File: config.mk
export PLATFORM = sky130hd
export DESIGN_NAME = pow5_rr_credit_arbiter_flat
export DESIGN_NICKNAME = d
export VERILOG_FILES = /design/src/rtl/pow5_rr_credit_arbiter_pkg.sv /design/src/rtl/pow5_rr_credit_arbiter_if.sv /design/src/rtl/pow5_rr_credit_arbiter_credit_counter_sat.sv /design/src/rtl/pow5_rr_credit_arbiter.sv /design/src/flat_wrapper.sv
export SDC_FILE = /design/constraint.sdc
export NUM_CORES = 1
export LEC_CHECK = 0
export ABC_AREA = 1
export BUFFER_PORTS_ARGS = -buffer_cell sky130_fd_sc_hd__buf_2
export CORE_MARGIN = 4
export CORE_UTILIZATION = 30
export CTS_CLUSTER_SIZE = 14
export DETAILED_ROUTE_END_ITERATION = 16
export MAX_ROUTING_LAYER = met4
export PLACE_DENSITY_LB_ADDON = 0.3
export RECOVER_POWER = 50
export SYNTH_ARGS = -nofsm -noshare
export SYNTH_HDL_FRONTEND = slang
export SYNTH_SLANG_ARGS = --single-unit
File: constraint.sdc
create_clock -name clk_i -period 2.8 [get_ports clk_i]
set_input_delay 0.42 -clock clk_i [delete_from_list [all_inputs] [get_ports clk_i]]
set_output_delay 0.42 -clock clk_i [all_outputs]
set_load 0.02 [all_outputs]
File: src/rtl/pow5_rr_credit_arbiter_pkg.sv
// rtl/pow5_rr_credit_arbiter_pkg.sv - width helpers and round-robin pick for the pow5 credit arbiter
package pow5_arb_pkg;

    function automatic int id_width(input int n_req);
        return $clog2(n_req);
    endfunction

    function automatic int cnt_width(input int depth);
        return $clog2(depth + 1);
    endfunction

    // Returns {found, index}: first valid index scanning ptr, ptr+1, ... modulo n_req (n_req <= 16).
    function automatic logic [4:0] rr_pick(input logic [15:0] valid, input logic [3:0] ptr, input int n_req);
        logic       found;
        logic [3:0] idx;
        int         cand;
        found = 1'b0;
        idx   = '0;
        for (int k = 0; k < 16; k++) begin
            cand = int'(ptr) + k;
            if (cand >= n_req) cand = cand - n_req;
            if (k < n_req && !found && valid[cand[3:0]]) begin
                found = 1'b1;
                idx   = cand[3:0];
            end
        end
        return {found, idx};
    endfunction

endpackage

File: src/rtl/pow5_rr_credit_arbiter_if.sv
// rtl/pow5_rr_credit_arbiter_if.sv - requester, credit-return and pipeline-side signals of the arbiter
interface pow5_rr_credit_arbiter_if
    import pow5_arb_pkg::*;
#(
    parameter int N_REQ      = 4,
    parameter int DATA_WIDTH = 4,
    parameter int DEPTH      = 10
);
    localparam int ID_W  = id_width(N_REQ);
    localparam int CNT_W = cnt_width(DEPTH);

    logic [N_REQ*DATA_WIDTH-1:0] req_data_i;
    logic [N_REQ-1:0]            req_valid_i;
    logic [N_REQ-1:0]            req_ready_o;
    logic                        pop_i;
    logic [DATA_WIDTH-1:0]       pipe_data_o;
    logic                        pipe_valid_o;
    logic [ID_W-1:0]             pipe_id_o;
    logic [CNT_W-1:0]            credit_o;
    logic                        err_o;

    modport master (
        output req_data_i, req_valid_i, pop_i,
        input  req_ready_o, pipe_data_o, pipe_valid_o, pipe_id_o, credit_o, err_o
    );

    modport slave (
        input  req_data_i, req_valid_i, pop_i,
        output req_ready_o, pipe_data_o, pipe_valid_o, pipe_id_o, credit_o, err_o
    );
endinterface

File: src/rtl/pow5_rr_credit_arbiter_credit_counter_sat.sv
// rtl/pow5_rr_credit_arbiter_credit_counter_sat.sv - FIFO credit counter with overflow guard and sticky error
module credit_counter_sat #(
    parameter int DEPTH = 10,
    parameter int CNT_W = 4
) (
    input  logic             clk_i,
    input  logic             rst_i,
    input  logic             accept_i,
    input  logic             pop_i,
    output logic [CNT_W-1:0] credit_o,
    output logic             can_issue_o,
    output logic             err_o
);
    logic [CNT_W-1:0] r_credit;
    logic             r_err;
    logic             w_full;
    logic             w_pop_ok;

    assign w_full   = (r_credit == CNT_W'(DEPTH));
    assign w_pop_ok = pop_i && !w_full;

    // A pop while all credits are home would overflow the counter; drop it and flag the integrator.
    always_ff @(posedge clk_i) begin
        if (rst_i) begin
            r_credit <= CNT_W'(DEPTH);
            r_err    <= 1'b0;
        end else begin
            if (accept_i && !w_pop_ok) begin
                r_credit <= r_credit - 1'b1;
            end else if (!accept_i && w_pop_ok) begin
                r_credit <= r_credit + 1'b1;
            end
            if (pop_i && w_full) begin
                r_err <= 1'b1;
            end
        end
    end

    assign credit_o    = r_credit;
    assign can_issue_o = (r_credit != '0);
    assign err_o       = r_err;
endmodule

File: src/rtl/pow5_rr_credit_arbiter.sv
// rtl/pow5_rr_credit_arbiter.sv - round-robin, credit-gated admission of requester beats into the pow5 datapath
module pow5_rr_credit_arbiter
    import pow5_arb_pkg::*;
#(
    parameter int N_REQ      = 4,
    parameter int DATA_WIDTH = 4,
    parameter int DEPTH      = 10
) (
    input  logic                   clk_i,
    input  logic                   rst_i,
    pow5_rr_credit_arbiter_if.slave bus
);
    localparam int ID_W  = id_width(N_REQ);
    localparam int CNT_W = cnt_width(DEPTH);

    logic [ID_W-1:0]       r_ptr;
    logic [DATA_WIDTH-1:0] r_pipe_data;
    logic                  r_pipe_valid;
    logic [ID_W-1:0]       r_pipe_id;

    logic [4:0]            w_pick;
    logic                  w_found;
    logic [ID_W-1:0]       w_win;
    logic                  w_can_issue;
    logic                  w_accept;

    assign w_pick   = rr_pick(16'(bus.req_valid_i), 4'(r_ptr), N_REQ);
    assign w_found  = w_pick[4];
    assign w_win    = ID_W'(w_pick[3:0]);
    // Ready is held low during reset regardless of the counter state.
    assign w_accept = w_found && w_can_issue && !rst_i;

    assign bus.req_ready_o = w_accept ? (N_REQ'(1) << w_win) : '0;

    always_ff @(posedge clk_i) begin
        if (rst_i) begin
            r_ptr        <= '0;
            r_pipe_data  <= '0;
            r_pipe_valid <= 1'b0;
            r_pipe_id    <= '0;
        end else begin
            r_pipe_valid <= w_accept;
            if (w_accept) begin
                r_pipe_data <= bus.req_data_i[int'(w_win)*DATA_WIDTH +: DATA_WIDTH];
                r_pipe_id   <= w_win;
                r_ptr       <= (w_win == ID_W'(N_REQ - 1)) ? '0 : w_win + 1'b1;
            end
        end
    end

    assign bus.pipe_data_o  = r_pipe_data;
    assign bus.pipe_valid_o = r_pipe_valid;
    assign bus.pipe_id_o    = r_pipe_id;

    credit_counter_sat #(
        .DEPTH (DEPTH),
        .CNT_W (CNT_W)
    ) u_credit (
        .clk_i       (clk_i),
        .rst_i       (rst_i),
        .accept_i    (w_accept),
        .pop_i       (bus.pop_i),
        .credit_o    (bus.credit_o),
        .can_issue_o (w_can_issue),
        .err_o       (bus.err_o)
    );
endmodule

File: src/flat_wrapper.sv
// flat-port wrapper written by rule: the top's interface ports become plain ports
module pow5_rr_credit_arbiter_flat import pow5_arb_pkg::*;
#(
    parameter int N_REQ      = 4,
    parameter int DATA_WIDTH = 4,
    parameter int DEPTH      = 10
)
  (clk_i, rst_i, bus_req_data_i, bus_req_valid_i, bus_pop_i, bus_req_ready_o, bus_pipe_data_o, bus_pipe_valid_o, bus_pipe_id_o, bus_credit_o, bus_err_o);
  pow5_rr_credit_arbiter_if #(.N_REQ(N_REQ), .DATA_WIDTH(DATA_WIDTH), .DEPTH(DEPTH)) bus_i ();
  input  logic clk_i;
  input  logic rst_i;
  input wire logic [$bits(bus_i.req_data_i)-1:0] bus_req_data_i;
  input wire logic [$bits(bus_i.req_valid_i)-1:0] bus_req_valid_i;
  input wire logic [$bits(bus_i.pop_i)-1:0] bus_pop_i;
  output wire logic [$bits(bus_i.req_ready_o)-1:0] bus_req_ready_o;
  output wire logic [$bits(bus_i.pipe_data_o)-1:0] bus_pipe_data_o;
  output wire logic [$bits(bus_i.pipe_valid_o)-1:0] bus_pipe_valid_o;
  output wire logic [$bits(bus_i.pipe_id_o)-1:0] bus_pipe_id_o;
  output wire logic [$bits(bus_i.credit_o)-1:0] bus_credit_o;
  output wire logic [$bits(bus_i.err_o)-1:0] bus_err_o;
  assign bus_i.req_data_i = bus_req_data_i;
  assign bus_i.req_valid_i = bus_req_valid_i;
  assign bus_i.pop_i = bus_pop_i;
  assign bus_req_ready_o = bus_i.req_ready_o;
  assign bus_pipe_data_o = bus_i.pipe_data_o;
  assign bus_pipe_valid_o = bus_i.pipe_valid_o;
  assign bus_pipe_id_o = bus_i.pipe_id_o;
  assign bus_credit_o = bus_i.credit_o;
  assign bus_err_o = bus_i.err_o;
  pow5_rr_credit_arbiter #(.N_REQ(N_REQ), .DATA_WIDTH(DATA_WIDTH), .DEPTH(DEPTH)) u_core (.clk_i(clk_i), .rst_i(rst_i), .bus(bus_i));
endmodule
---- Word-level counts from Yosys, hierarchy flattened ----
Cells that the tools add are included.
operators by class
  magnitude comparators ................... 8
  muxes and demuxes ....................... 24
  equality and inequality tests ........... 2
  shifts and indexed selects .............. 2
  bitwise logic cells ..................... 0
  divide/modulo/power cells ............... 0
  multiply operators ...................... 0
  reductions and logical operators ........ 18
  $add $sub $neg .......................... 10
operators by type and width
  cell                                                                number
  greater-or-equal comparator 32 x 4 -> 1 bit, second input constant  3
  two-way mux 4 bit                                                   7
  less-than comparator 4 x 5 -> 1 bit, second input constant          4
  binary-select mux 1 bit (select 4 bit)                              4
  variable part select 16 x 5 -> 4 bit                                1
  subtractor 4 bit, second input constant                             3
  two-way mux 2 bit                                                   5
  logical AND 1 bit                                                   9
  two-way mux 1 bit                                                   8
  logical NOT 1 bit                                                   7
  adder 2 x 2 -> 3 bit, second input constant                         2
  adder 4 x 1 -> 4 bit, second input constant                         1
  == test 4 bit, second input constant                                1
  nonzero test 4 bit                                                  1
  << shifter 1 x 2 -> 4 bit, first input constant                     1
  subtractor 2 x 3 -> 4 bit, second input constant                    1
  subtractor 4 x 1 -> 4 bit, second input constant                    1
  adder 2 x 1 -> 3 bit, second input constant                         1
  greater-or-equal comparator 2 x 3 -> 1 bit, second input constant   1
  adder 2 x 1 -> 2 bit, second input constant                         1
  == test 2 bit, second input constant                                1
  nonzero test 2 bit                                                  1
word-level totals
  input bits .............................. 23
  logic and storage cells ................. 70
  memories kept ........................... 0
  ROM bits ................................ 0
  register bits ........................... 14
  memory bits (writable) .................. 0
  bits in latches ......................... 0

---- Logic depth before layout (Yosys ltp) ----
Gate-level depths: netlist of run 1.
  word-level depth ........................ 20
  gate-level depth with buffers ........... 21

---- Cells and area by module ----
Synthesis of run 1 repeated with hierarchy kept, for this count alone.
second synthesis, totals
  cells, all modules ...................... 179
  area, all modules ....................... 1216.2 sq um
modules (own cells, without submodules)
  module                  instances  area each (sq um)  cells an instance  sequential area each (sq um)
  pow5_rr_credit_arbiter  1          868.3              127                180.2
  credit_counter_sat      1          347.8              52                 100.1

---- Worst setup path before layout of run 1 ----
No wires, ideal clock.
  kind .................................... register to register
  from .................................... register u_core.r_ptr[0]
  to ...................................... register u_core.u_credit.r_credit[3] (netlist: u_core.u_credit.credit_o[3])
  arrival time ............................ 2.774 ns
  library setup time ...................... 0.123 ns
  clock period less this slack ............ 2.897 ns
  slack ................................... -0.097 ns
  stages on the path, launching flop included .. 22
  required time ........................... 2.677 ns
  cell sequence ........................... dfxtp_1 > buf_6 > inv_6 > ha_1 > inv_1 > nand3_2 > inv_1 > nor2_1 > nor3_2 > o21ai_1 > nand2_2 > inv_2 > ha_1 > ha_1 > nand2_1 > nor2_1 > a211oi_1 > nand2_1 > nand2_1 > nor2_1 > a21oi_1 > o21ai_0
between the ends
  word-level cells in the longest chain between the ends .. 19
  elaborated cells on any way between the ends .. 40
  those cells by class .................... 7 x add/sub; 4 x order compare; 17 x mux; 12 x reduce/logical
ends and longest elaborated chain
  what                                                                                                  line                                             source
  start: declaration                                                                                    pow5_rr_credit_arbiter.sv:16                     logic [ID_W-1:0] r_ptr;
  start signal: assignment                                                                              pow5_rr_credit_arbiter.sv:46                     r_ptr <= (w_win == ID_W'(N_REQ - 1)) ? '0 : w_win + 1'b1;
  parallel branches: the longest is 13 deep, another holds greater-or-equal comparator 32 x 4 -> 1 bit  n/a
  two-way mux 1 bit (*)                                                                                 pow5_rr_credit_arbiter_pkg.sv:22                 if (k < n_req && !found && valid[cand[3:0]]) begin
  logical AND 1 bit (*) (2 in a row)                                                                    pow5_rr_credit_arbiter.sv:31                     assign w_accept = w_found && w_can_issue && !rst_i;
  named net u_core.u_credit.accept_i                                                                    pow5_rr_credit_arbiter_credit_counter_sat.sv:8   input logic accept_i,
  logical NOT 1 bit                                                                                     pow5_rr_credit_arbiter_credit_counter_sat.sv:30  end else if (!accept_i && w_pop_ok) begin
  logical AND 1 bit                                                                                     pow5_rr_credit_arbiter_credit_counter_sat.sv:30
  nonzero test 2 bit (no source line)                                                                   n/a
  end signal: assignment                                                                                pow5_rr_credit_arbiter_credit_counter_sat.sv:25  r_credit <= CNT_W'(DEPTH);
  end signal: assignment                                                                                pow5_rr_credit_arbiter_credit_counter_sat.sv:29  r_credit <= r_credit - 1'b1;
  end signal: assignment                                                                                pow5_rr_credit_arbiter_credit_counter_sat.sv:31  r_credit <= r_credit + 1'b1;
  end: declaration                                                                                      pow5_rr_credit_arbiter_credit_counter_sat.sv:14  logic [CNT_W-1:0] r_credit;
Mark *: on every way through the listed nets, which the timed path passes. The select of a mux whose other input is x is not followed.
A chain may end at the register's enable or synchronous reset.

---- Worst setup path after layout of run 1 ----
  from .................................... register u_core.r_ptr[0]
  to ...................................... output port bus_req_ready_o[0]
between the ends
  word-level cells in the longest chain between the ends .. 17
  elaborated cells on any way between the ends .. 41
  those cells by class .................... 7 x add/sub; 4 x order compare; 1 x shift; 21 x mux; 8 x reduce/logical
ends and longest elaborated chain
  what                                                                                                  line                          source
  parallel branches: the longest is 16 deep, another holds greater-or-equal comparator 32 x 4 -> 1 bit  n/a
  two-way mux 4 bit (*)                                                                                 pow5_rr_credit_arbiter.sv:33  assign bus.req_ready_o = w_accept ? (N_REQ'(1) << w_win) : '0;
  end: declaration                                                                                      flat_wrapper.sv:15            output wire logic [$bits(bus_i.req_ready_o)-1:0] bus_req_ready_o;
Every way passes the cells marked *. The select of a mux whose other input is x is not followed.

==> flow_metrics.py, run 1 <==
metrics = {
    "run_status": {
        "status": "completed",
    },
    "die": {
        "start_util_pct": 32.1,
        "core_um2": 3800,
        "fp.dieArea_um2": 5150,
        "die_x_um": 71.7,
        "ioPinCount": 39,
        "die_h_um": 71.7,
        "rows": 22,
    },
    "grt": {
        "grt_pass1_wl_um": 5020,
        "grt_overflow": 0,
        "grt_max_degree": 13,
        "antenna_found_initial": 0,
        "grt_pass1_vias": 1197,
        "track_usage_pct": 12.1,
    },
    "layout": {
        "nets": 272,
        "design_area_um2": 1810,
        "drive_gt1_share_pct": 43.6,
        "final_cells": 284,
        "num-fill-cells": 380,
        "antenna_cells": 0,
        "area_growth_pct": 48.7,
    },
    "critical_path": {
        "rrSetupSlack_ns": 0.16,
        "crit_type": "register to output pin",
        "cp-end-kind": "output pin",
        "startpoint_type": "register",
        "path_max_fanout": 6,
        "crit_arrival_ns": 2.27,
        "crit_required_ns": 2.38,
        "reg2reg_depth": 20,
        "r2r-start": "u_core.r_ptr[0]$_SDFFE_PP0P_",
        "rr_endpoint": "u_core.u_credit.credit_o[3]$_SDFFE_PP1P_",
    },
    "clocking": {
        "clk_pin_slew_ns": 0.06,
        "tritoncts": "done",
        "clock_path_buffers": 2,
        "hold_buffers": 0,
        "numClockSinks": 14,
        "clockRootBuffer": "clkbuf_8",
        "clkLatencyLatePin_ns": 0.24,
        "htree_levels": 1,
        "cts_buffers": 3,
    },
    "worst_hold_path": {
        "hold_start": "bus_req_data_i[2]",
        "hold_depth": 3,
        "holdPathEnd": "u_core.bus.pipe_data_o[2]$_SDFFE_PP0P_",
        "hold_class": "input pin to register",
    },
    "logic_synthesis": {
        "synth_edf_count": 0,
        "syn-cell-area_um2": 1220,
        "ys.flop_type": "dfxtp_1",
        "synth_seq_cells": 14,
        "synthArstFlopShare_pct": 0,
        "syn_area_per_cell_um2": 6.89,
        "ys_types": 26,
        "syn_inst": 177,
        "ys_warn_count": 0,
        "synth_fp_nets": 212,
        "ys_seq_area_share_pct": 23.0,
    },
    "sta": {
        "tightest_slew_ns": 0.312,
        "setup_viol": 0,
        "fmax_ghz": 0.372,
        "hold_viol_final": 0,
        "min_period_over_period_pct": 96.0,
        "slew_viol_final": 0,
        "fin_crit_ns": 2.69,
        "rsz0062_at_grt": "true",
        "relSlewSlack_pct": 79.0,
        "fin_skew_ns": 0.00105,
    },
    "placement": {
        "place_area_um2": 1490,
        "gp_congestion": 0.853,
        "portBuffers": 38,
        "dp_cells": 265,
        "dpl.hpwl_um": 2320,
    },
    "drt": {
        "drt_iter0_drc": 42,
        "firstDrtPassIters": 4,
        "drt-total-wl_um": 3250,
        "via_per_inst": 4.57,
        "wl_per_cell_um": 11.5,
        "ant_nets": 0,
        "vias": 1298,
        "drc": 0,
    },
    "run": {
        "cap_violations": 0,
    },
}
stage by stage:
step                setup TNS, ns  setup WS [ns]  util (%)  hold slack [ns]
floorplan                       0         0.0262         -            0.489
global placement                0          0.133      39.3            0.443
detailed placement              0         0.0224      39.3            0.447
CTS                             0         0.0224      40.8            0.400
global route               -0.178        -0.0433      47.7            0.432
finish                          0          0.113      47.7            0.400
cells by family after synthesis:
family	share of synthesized area (%)
AOI/OAI and AO/OA	10.2
xor gates and xnor gates	0.719
adders and majority gates	12.9
buffers and inverters	10.6
DFF	23.0
and+or+nand+nor	42.6
cell type report:
type / count / area (µm²) / area share [%]
multi-input combinational: 135 / 938 / 51.8
timing repair buffer: 58 / 362 / 20.0
sequential: 14 / 285 / 15.7
inverter: 25 / 111 / 6.15
tap: 48 / 60.1 / 3.31
clock buffer: 4 / 55.1 / 3.04
repair_timing:
action | in CTS | in global routing
setup endpoints to repair | 2 | 6
setup buffers | 0 | 14
gates cloned | 0 | 1
gates resized for setup | 1 | 37
pin swaps | 0 | 19
per-layer routing:
layer	track usage (%)	up-vias	part of all wire, %
met1	16.2	588	47
met3	1.12	4	3.2
li1	-	684	-
met4	3.97	0	1.1
met5	-	-	0
met2	19.2	22	49
registers in the layout (all words and copies together), names as in the netlist:
register,count
u_core.u_credit.credit_o,4
u_core.u_credit.err_o,1
u_core.r_ptr,2
u_core.bus.pipe_data_o,4
u_core.bus.pipe_valid_o,1
u_core.bus.pipe_id_o,2
layout by cell type (no fill, tap or decap), drive strengths merged:
master / netlist / routed
a21oi: 12 / 12
a41oi: 1 / 1
ha: 11 / 11
nor3: 1 / 1
dfxtp: 14 / 14
fa: 1 / 1
inv: 25 / 25
nand3: 21 / 21
a211oi: 1 / 1
nor4: 1 / 1
nand2: 60 / 60
nand4: 2 / 2
xnor2: 1 / 1
clkbuf: 0 / 17
nor2: 15 / 15
buf: 3 / 45
o21ai: 8 / 8
Yosys cell counts (2+ instances only):
master,count,area (µm²)
ha_1,11,138
nor2_2,3,18.8
nor2_1,12,45.0
buf_6,2,22.5
a21oi_1,10,50.1
inv_2,5,18.8
nand2_2,10,62.6
a21oi_2,2,17.5
dfxtp_1,14,280
nand2_4,6,67.6
nand2_1,44,165
nand3_2,4,40.0
o21ai_1,2,10.0
nand3_1,17,85.1
o21ai_0,6,30.0
inv_1,19,71.3
worst max path at each step:
| stage | start | to | slack [ns] | cells after the start |
|---|---|---|---|---|
| after floorplan | u_core.r_ptr[0]$_SDFFE_PP0P_ | u_core.u_credit.credit_o[3]$_SDFFE_PP1P_ | 0.03 | 21 |
| after global placement | u_core.r_ptr[0]$_SDFFE_PP0P_ | u_core.u_credit.credit_o[3]$_SDFFE_PP1P_ | 0.13 | 20 |
| after detailed placement | u_core.r_ptr[0]$_SDFFE_PP0P_ | u_core.u_credit.credit_o[3]$_SDFFE_PP1P_ | 0.02 | 20 |
| after CTS | u_core.r_ptr[1]$_SDFFE_PP0P_ | bus_req_ready_o[3] | 0.02 | 15 |
| after global routing | u_core.r_ptr[0]$_SDFFE_PP0P_ | bus_req_ready_o[0] | -0.04 | 14 |
| final | u_core.r_ptr[0]$_SDFFE_PP0P_ | bus_req_ready_o[0] | 0.11 | 14 |
critical path, stage by stage, from the launching register on:
cell,delay [ns]
dfxtp_4,0.41
inv_8,0.04
ha_4,0.29
inv_4,0.05
nand3_2,0.07
nand2_2,0.06
nor2_2,0.14
nand4_2,0.16
nand2_2,0.14
nand2_4,0.10
buf_6,0.15
ha_1,0.18
inv_1,0.05
nor2_1,0.04
buf_4,0.15
Power of run 1 is not shown: default switching activity piles up to over one toggle a cycle in this logic, so the estimate is an artifact.
==> run 2, diff against run 1 <==
--- a/config.mk
+++ b/config.mk
@@ -6,9 +6,9 @@
 export NUM_CORES = 1
 export LEC_CHECK = 0
 export ABC_AREA = 1
-export BUFFER_PORTS_ARGS = -buffer_cell sky130_fd_sc_hd__buf_2
+export BUFFER_PORTS_ARGS = -buffer_cell sky130_fd_sc_hd__clkbuf_2
 export CORE_MARGIN = 4
-export CORE_UTILIZATION = 30
+export CORE_UTILIZATION = 46
 export CTS_CLUSTER_SIZE = 14
 export DETAILED_ROUTE_END_ITERATION = 16
 export MAX_ROUTING_LAYER = met4
==> run 2 against run 1 <==
Core utilization is 23 points higher. Register-to-register slack worse by 0.07 ns. Cell count is 7.0% lower. Worst hold slack worse by 0.013 ns. Critical path depth is 2 higher. Maximum frequency is 1.1% lower. First-iteration DRC count is 14% lower. Design area is 3.1% lower. Clock-buffer cell count stayed put. Sequential share of layout area is 0.51 points higher. Largest cell class unchanged. Sequential cell count stayed put.
==> flow_metrics.py, run 2 (synthesis results as in run 1) <==
metrics = {
    "drt": {
        "vias": 1310,
        "drc": 0,
        "drt-total-wl_um": 3220,
        "via_per_inst": 4.96,
        "ant_nets": 0,
        "firstDrtPassIters": 4,
        "drt_iter0_drc": 36,
        "wl_per_cell_um": 12.2,
    },
    "critical_path": {
        "crit_required_ns": 2.38,
        "critPathSlowestCell": "dfxtp_4",
        "critical_path.cell_chain": "buf_8, ha_2, inv_1, nand2_2, nand2_2, nor2_4, nand2_1, nand2_1, nand2_1, nand3_2, nand2_4, inv_4, ha_1, inv_1, nor2_1, clkbuf_2",
        "path_max_fanout": 10,
        "rr_endpoint": "u_core.u_credit.credit_o[3]$_SDFFE_PP1P_",
        "r2r-start": "u_core.r_ptr[0]$_SDFFE_PP0P_",
        "crit_arrival_ns": 2.30,
        "path_buf_inv": 5,
        "slowest_delay_ns": 0.39,
        "path_delay_family": "simple AND/OR/NAND/NOR gates",
        "rrSetupSlack_ns": 0.09,
        "crit_type": "register to output pin",
        "startpoint_type": "register",
        "path_common_cell": "nand2_1",
        "cp-end-kind": "output pin",
        "reg2reg_depth": 20,
    },
    "die": {
        "ioPinCount": 39,
        "start_util_pct": 48.7,
        "die_x_um": 59.5,
        "fp.dieArea_um2": 3540,
        "rows": 18,
        "die_h_um": 59.5,
        "core_um2": 2500,
    },
    "layout": {
        "layout_commonest_cell": "nand2_1",
        "nets": 270,
        "layout_common_cells": "nand2_1, clkbuf_2, buf_4",
        "antenna_cells": 0,
        "drive_gt1_share_pct": 43.2,
        "area_growth_pct": 44.0,
        "num-fill-cells": 208,
    },
    "clocking": {
        "clockRootBuffer": "clkbuf_4",
        "tritoncts": "done",
        "cts_buffers": 3,
        "clk_pin_slew_ns": 0.09,
        "clkLatencyLatePin_ns": 0.28,
        "htree_levels": 1,
        "clock_path_buffers": 2,
        "hold_buffers": 0,
        "numClockSinks": 14,
    },
    "grt": {
        "grt_pass1_wl_um": 4550,
        "track_usage_pct": 16.9,
        "grt_overflow": 0,
        "grt_pass1_vias": 1158,
        "grt_max_degree": 14,
        "antenna_found_initial": 0,
    },
    "sta": {
        "relSlewSlack_pct": 78.6,
        "fmax_ghz": 0.368,
        "setup_viol": 0,
        "fin_crit_ns": 2.72,
        "fin_skew_ns": 0.0109,
        "rsz0062_at_grt": "true",
        "min_period_over_period_pct": 97.0,
        "tns_ns": 0,
        "hold_viol_final": 0,
        "tightest_slew_ns": 0.320,
        "slew_viol_final": 0,
    },
    "worst_hold_path": {
        "hold_depth": 3,
        "holdPathEnd": "u_core.bus.pipe_data_o[2]$_SDFFE_PP0P_",
        "hold_class": "input pin to register",
        "hold_start": "bus_req_data_i[2]",
    },
    "placement": {
        "dpl.hpwl_um": 2220,
        "portBuffers": 38,
        "gp_congestion": 0.845,
    },
    "run": {
        "cap_violations": 0,
    },
    "run_status": {
        "status": "completed",
    },
}
[run 2: worst max-delay path by stage]
stage,from,endpoint,slack (ns),cells past startpoint
finish,u_core.r_ptr[0]$_SDFFE_PP0P_,bus_req_ready_o[2],0.08,16
CTS,u_core.r_ptr[0]$_SDFFE_PP0P_,bus_req_ready_o[3],0.002,14
global route,u_core.r_ptr[0]$_SDFFE_PP0P_,u_core.u_credit.credit_o[3]$_SDFFE_PP1P_,-0.11,20
floorplan,u_core.r_ptr[0]$_SDFFE_PP0P_,u_core.u_credit.credit_o[3]$_SDFFE_PP1P_,0.03,21
detailed placement,u_core.r_ptr[0]$_SDFFE_PP0P_,u_core.u_credit.credit_o[3]$_SDFFE_PP1P_,0.04,20
global placement,u_core.r_ptr[0]$_SDFFE_PP0P_,u_core.u_credit.credit_o[3]$_SDFFE_PP1P_,0.14,20
[run 2: tightest hold or removal path, cell delays in order]
cell	delay, ns
clkbuf_2	0.08
a21oi_1	0.05
nor2_1	0.08
[run 2: layout make-up]
class                      instances  area [µm²]  area share [%]
clock buffer                       4        36.3            2.07
inverter                          25         106            6.06
multi-input combinational        135         967            55.1
sequential                        14         285            16.3
tap                               30        37.5            2.14
timing repair buffer              56         323            18.4
[run 2: stage by stage]
step           util (%)  std cells  setup WS (ns)  cell area [µm²]  hold WS (ns)
2_1_floorplan         -        177         0.0262             1240         0.489
5_1_grt            70.2        264         -0.111             1760         0.406
4_1_cts            61.0        252        0.00152             1520         0.386
6_report           70.2        264         0.0841             1760         0.387
3_5_place_dp       59.2        248         0.0418             1480         0.466
3_3_place_gp       59.2        248          0.138             1480         0.443
[run 2: routing by layer]
layer,track usage (%),vias up,wire [µm]
met5,-,-,0
met4,6.80,0,17
met3,1.53,2,144
met2,27.3,30,1640
met1,21.4,594,1420
li1,-,684,-
[run 2: timing repair]
action                     CTS  global route
pin swaps                    0            19
setup endpoints to repair    4             5
gates resized for setup      3            37
setup buffers                0            12
Power of run 2 is left out for the same reason.
==> run 3, diff against run 2 <==
--- a/config.mk
+++ b/config.mk
@@ -13,7 +13,7 @@
 export DETAILED_ROUTE_END_ITERATION = 16
 export MAX_ROUTING_LAYER = met4
 export PLACE_DENSITY_LB_ADDON = 0.3
-export RECOVER_POWER = 50
+export RECOVER_POWER = 25
 export SYNTH_ARGS = -nofsm -noshare
 export SYNTH_HDL_FRONTEND = slang
 export SYNTH_SLANG_ARGS = --single-unit
==> run 3 against run 2 <==
Core utilization rose by 0.25 points. Non-clock buffer count did not move. Worst setup slack got worse by 0.0012 ns. Via count unchanged. First-iteration DRC count is the same. Design area is 0.36% higher. Cell count is the same. Critical path depth stayed put. Critical path type unchanged. Register-to-register slack barely moved. Largest cell class unchanged. Sequential share of layout area fell by 0.058 points. Die area unchanged. Worst hold slack is essentially flat.
==> flow_metrics.py, run 3 (synthesis results as in run 1) <==
metrics = {
    "critical_path": {
        "critical_path.cell_chain": "buf_8, ha_2, inv_1, nand2_2, nand2_2, nor2_4, nand2_1, nand2_1, nand2_1, nand3_2, nand2_4, inv_4, ha_1, inv_1, nor2_1, clkbuf_2",
        "path_common_cell": "nand2_1",
        "rrSetupSlack_ns": 0.09,
        "cp-endpoint": "bus_req_ready_o[2]",
        "crit_required_ns": 2.38,
        "reg2reg_depth": 20,
        "critPathSlowestCell": "dfxtp_4",
        "crit_arrival_ns": 2.30,
        "cp-end-kind": "output pin",
        "startpoint_type": "register",
        "slowest_delay_ns": 0.39,
        "crit_start": "u_core.r_ptr[0]$_SDFFE_PP0P_",
        "rr_endpoint": "u_core.u_credit.credit_o[3]$_SDFFE_PP1P_",
        "crit_type": "register to output pin",
        "path_max_fanout": 10,
        "r2r-start": "u_core.r_ptr[0]$_SDFFE_PP0P_",
    },
    "layout": {
        "drive_gt1_share_pct": 45.3,
        "seqCellArea_um2": 285,
        "area_growth_pct": 44.6,
        "design_area_um2": 1760,
        "multi_input_area_um2": 967,
        "final_cells": 264,
        "nets": 270,
        "layout_commonest_cell": "nand2_1",
        "antenna_cells": 0,
        "num-fill-cells": 206,
        "layout_common_cells": "nand2_1, clkbuf_2, buf_4",
    },
    "sta": {
        "fin_skew_ns": 0.0110,
        "fmax_ghz": 0.368,
        "tightest_slew_ns": 0.320,
        "fin_crit_ns": 2.72,
        "tns_ns": 0,
        "rsz0062_at_grt": "true",
        "min_period_over_period_pct": 97.0,
        "relSlewSlack_pct": 78.6,
        "hold_viol_final": 0,
        "setup_viol": 0,
        "slew_viol_final": 0,
        "holdWs_ns": 0.387,
    },
    "drt": {
        "ant_nets": 0,
        "drt-total-wl_um": 3220,
        "drt_iter0_drc": 36,
        "firstDrtPassIters": 6,
        "via_per_inst": 4.96,
        "wl_per_cell_um": 12.2,
        "vias": 1310,
        "drc": 0,
    },
    "die": {
        "core_um2": 2500,
        "ioPinCount": 39,
        "die_h_um": 59.5,
        "start_util_pct": 48.7,
        "fp.dieArea_um2": 3540,
        "rows": 18,
        "die_x_um": 59.5,
    },
    "clocking": {
        "clock_path_buffers": 2,
        "tritoncts": "done",
        "clockRootBuffer": "clkbuf_4",
        "clk_pin_slew_ns": 0.09,
        "htree_levels": 1,
        "numClockSinks": 14,
        "clkLatencyLatePin_ns": 0.28,
        "cts_buffers": 3,
    },
    "grt": {
        "grt_pass1_vias": 1158,
        "grt_pass1_wl_um": 4550,
        "track_usage_pct": 16.9,
        "grt_max_degree": 14,
        "grt_overflow": 0,
        "antenna_found_initial": 0,
    },
    "worst_hold_path": {
        "hold_class": "input pin to register",
        "hold_depth": 3,
    },
    "placement": {
        "gp_congestion": 0.845,
        "portBuffers": 38,
        "dp_cells": 248,
        "dpl.hpwl_um": 2220,
        "place_area_um2": 1480,
    },
    "run_status": {
        "status": "completed",
    },
    "run": {
        "cap_violations": 0,
    },
}
==> run 3: cell count changes in the layout (fill, tap and decap cells not counted) <==
cell | previous run | this run
clkbuf_2 | 24 | 29
clkbuf_1 | 12 | 7
==> run 3: how the worst min path moves through the flow <==
stage,startpoint,to
2_1_floorplan,rst_i,u_core.r_ptr[0]$_SDFFE_PP0P_
3_3_place_gp,u_core.u_credit.err_o$_SDFFE_PP0P_,u_core.u_credit.err_o$_SDFFE_PP0P_
3_5_place_dp,u_core.u_credit.err_o$_SDFFE_PP0P_,u_core.u_credit.err_o$_SDFFE_PP0P_
4_1_cts,bus_req_data_i[2],u_core.bus.pipe_data_o[2]$_SDFFE_PP0P_
5_1_grt,bus_req_data_i[2],u_core.bus.pipe_data_o[2]$_SDFFE_PP0P_
6_report,bus_req_data_i[2],u_core.bus.pipe_data_o[2]$_SDFFE_PP0P_
==> run 3: area by class of cell <==
class	instances	share of cell area, %
multi-input combinational	135	54.9
timing repair buffer	56	18.7
sequential	14	16.2
inverter	25	6.04
tap	30	2.13
clock buffer	4	2.06
==> run 3: critical path, delay by kind of cell (launching register included) <==
kind / cells / cell delay (ns)
buffers and inverters: 5 / 0.48
adders and majority gates: 2 / 0.30
and+or+nand+nor: 9 / 0.84
DFF: 1 / 0.39
==> run 3: metal layers <==
| metal | vias up | wire length (µm) | part of all wire, % | global-route usage (%) |
|---|---|---|---|---|
| li1 | 685 | - | - | - |
| met1 | 597 | 1450 | 45 | 21.4 |
| met2 | 26 | 1630 | 51 | 27.3 |
| met3 | 2 | 115 | 3.6 | 1.53 |
| met4 | 0 | 17 | 0.53 | 6.80 |
| met5 | - | 0 | 0 | - |
==> run 3: metrics by stage <==
stage,util (%),worst slack (ns)
floorplan,-,0.0262
global placement,59.2,0.138
detailed placement,59.2,0.0418
CTS,61.0,0.00152
global route,70.5,-0.111
finish,70.5,0.0829
==> run 3: repair_timing <==
| action | 4_1_cts | 5_1_grt |
|---|---|---|
| setup endpoints to repair | 4 | 5 |
| setup buffers | 0 | 12 |
| hold buffers | 0 | 0 |
| pin swaps | 0 | 19 |
| gates resized for setup | 3 | 37 |
Power of run 3 is left out for the same reason.
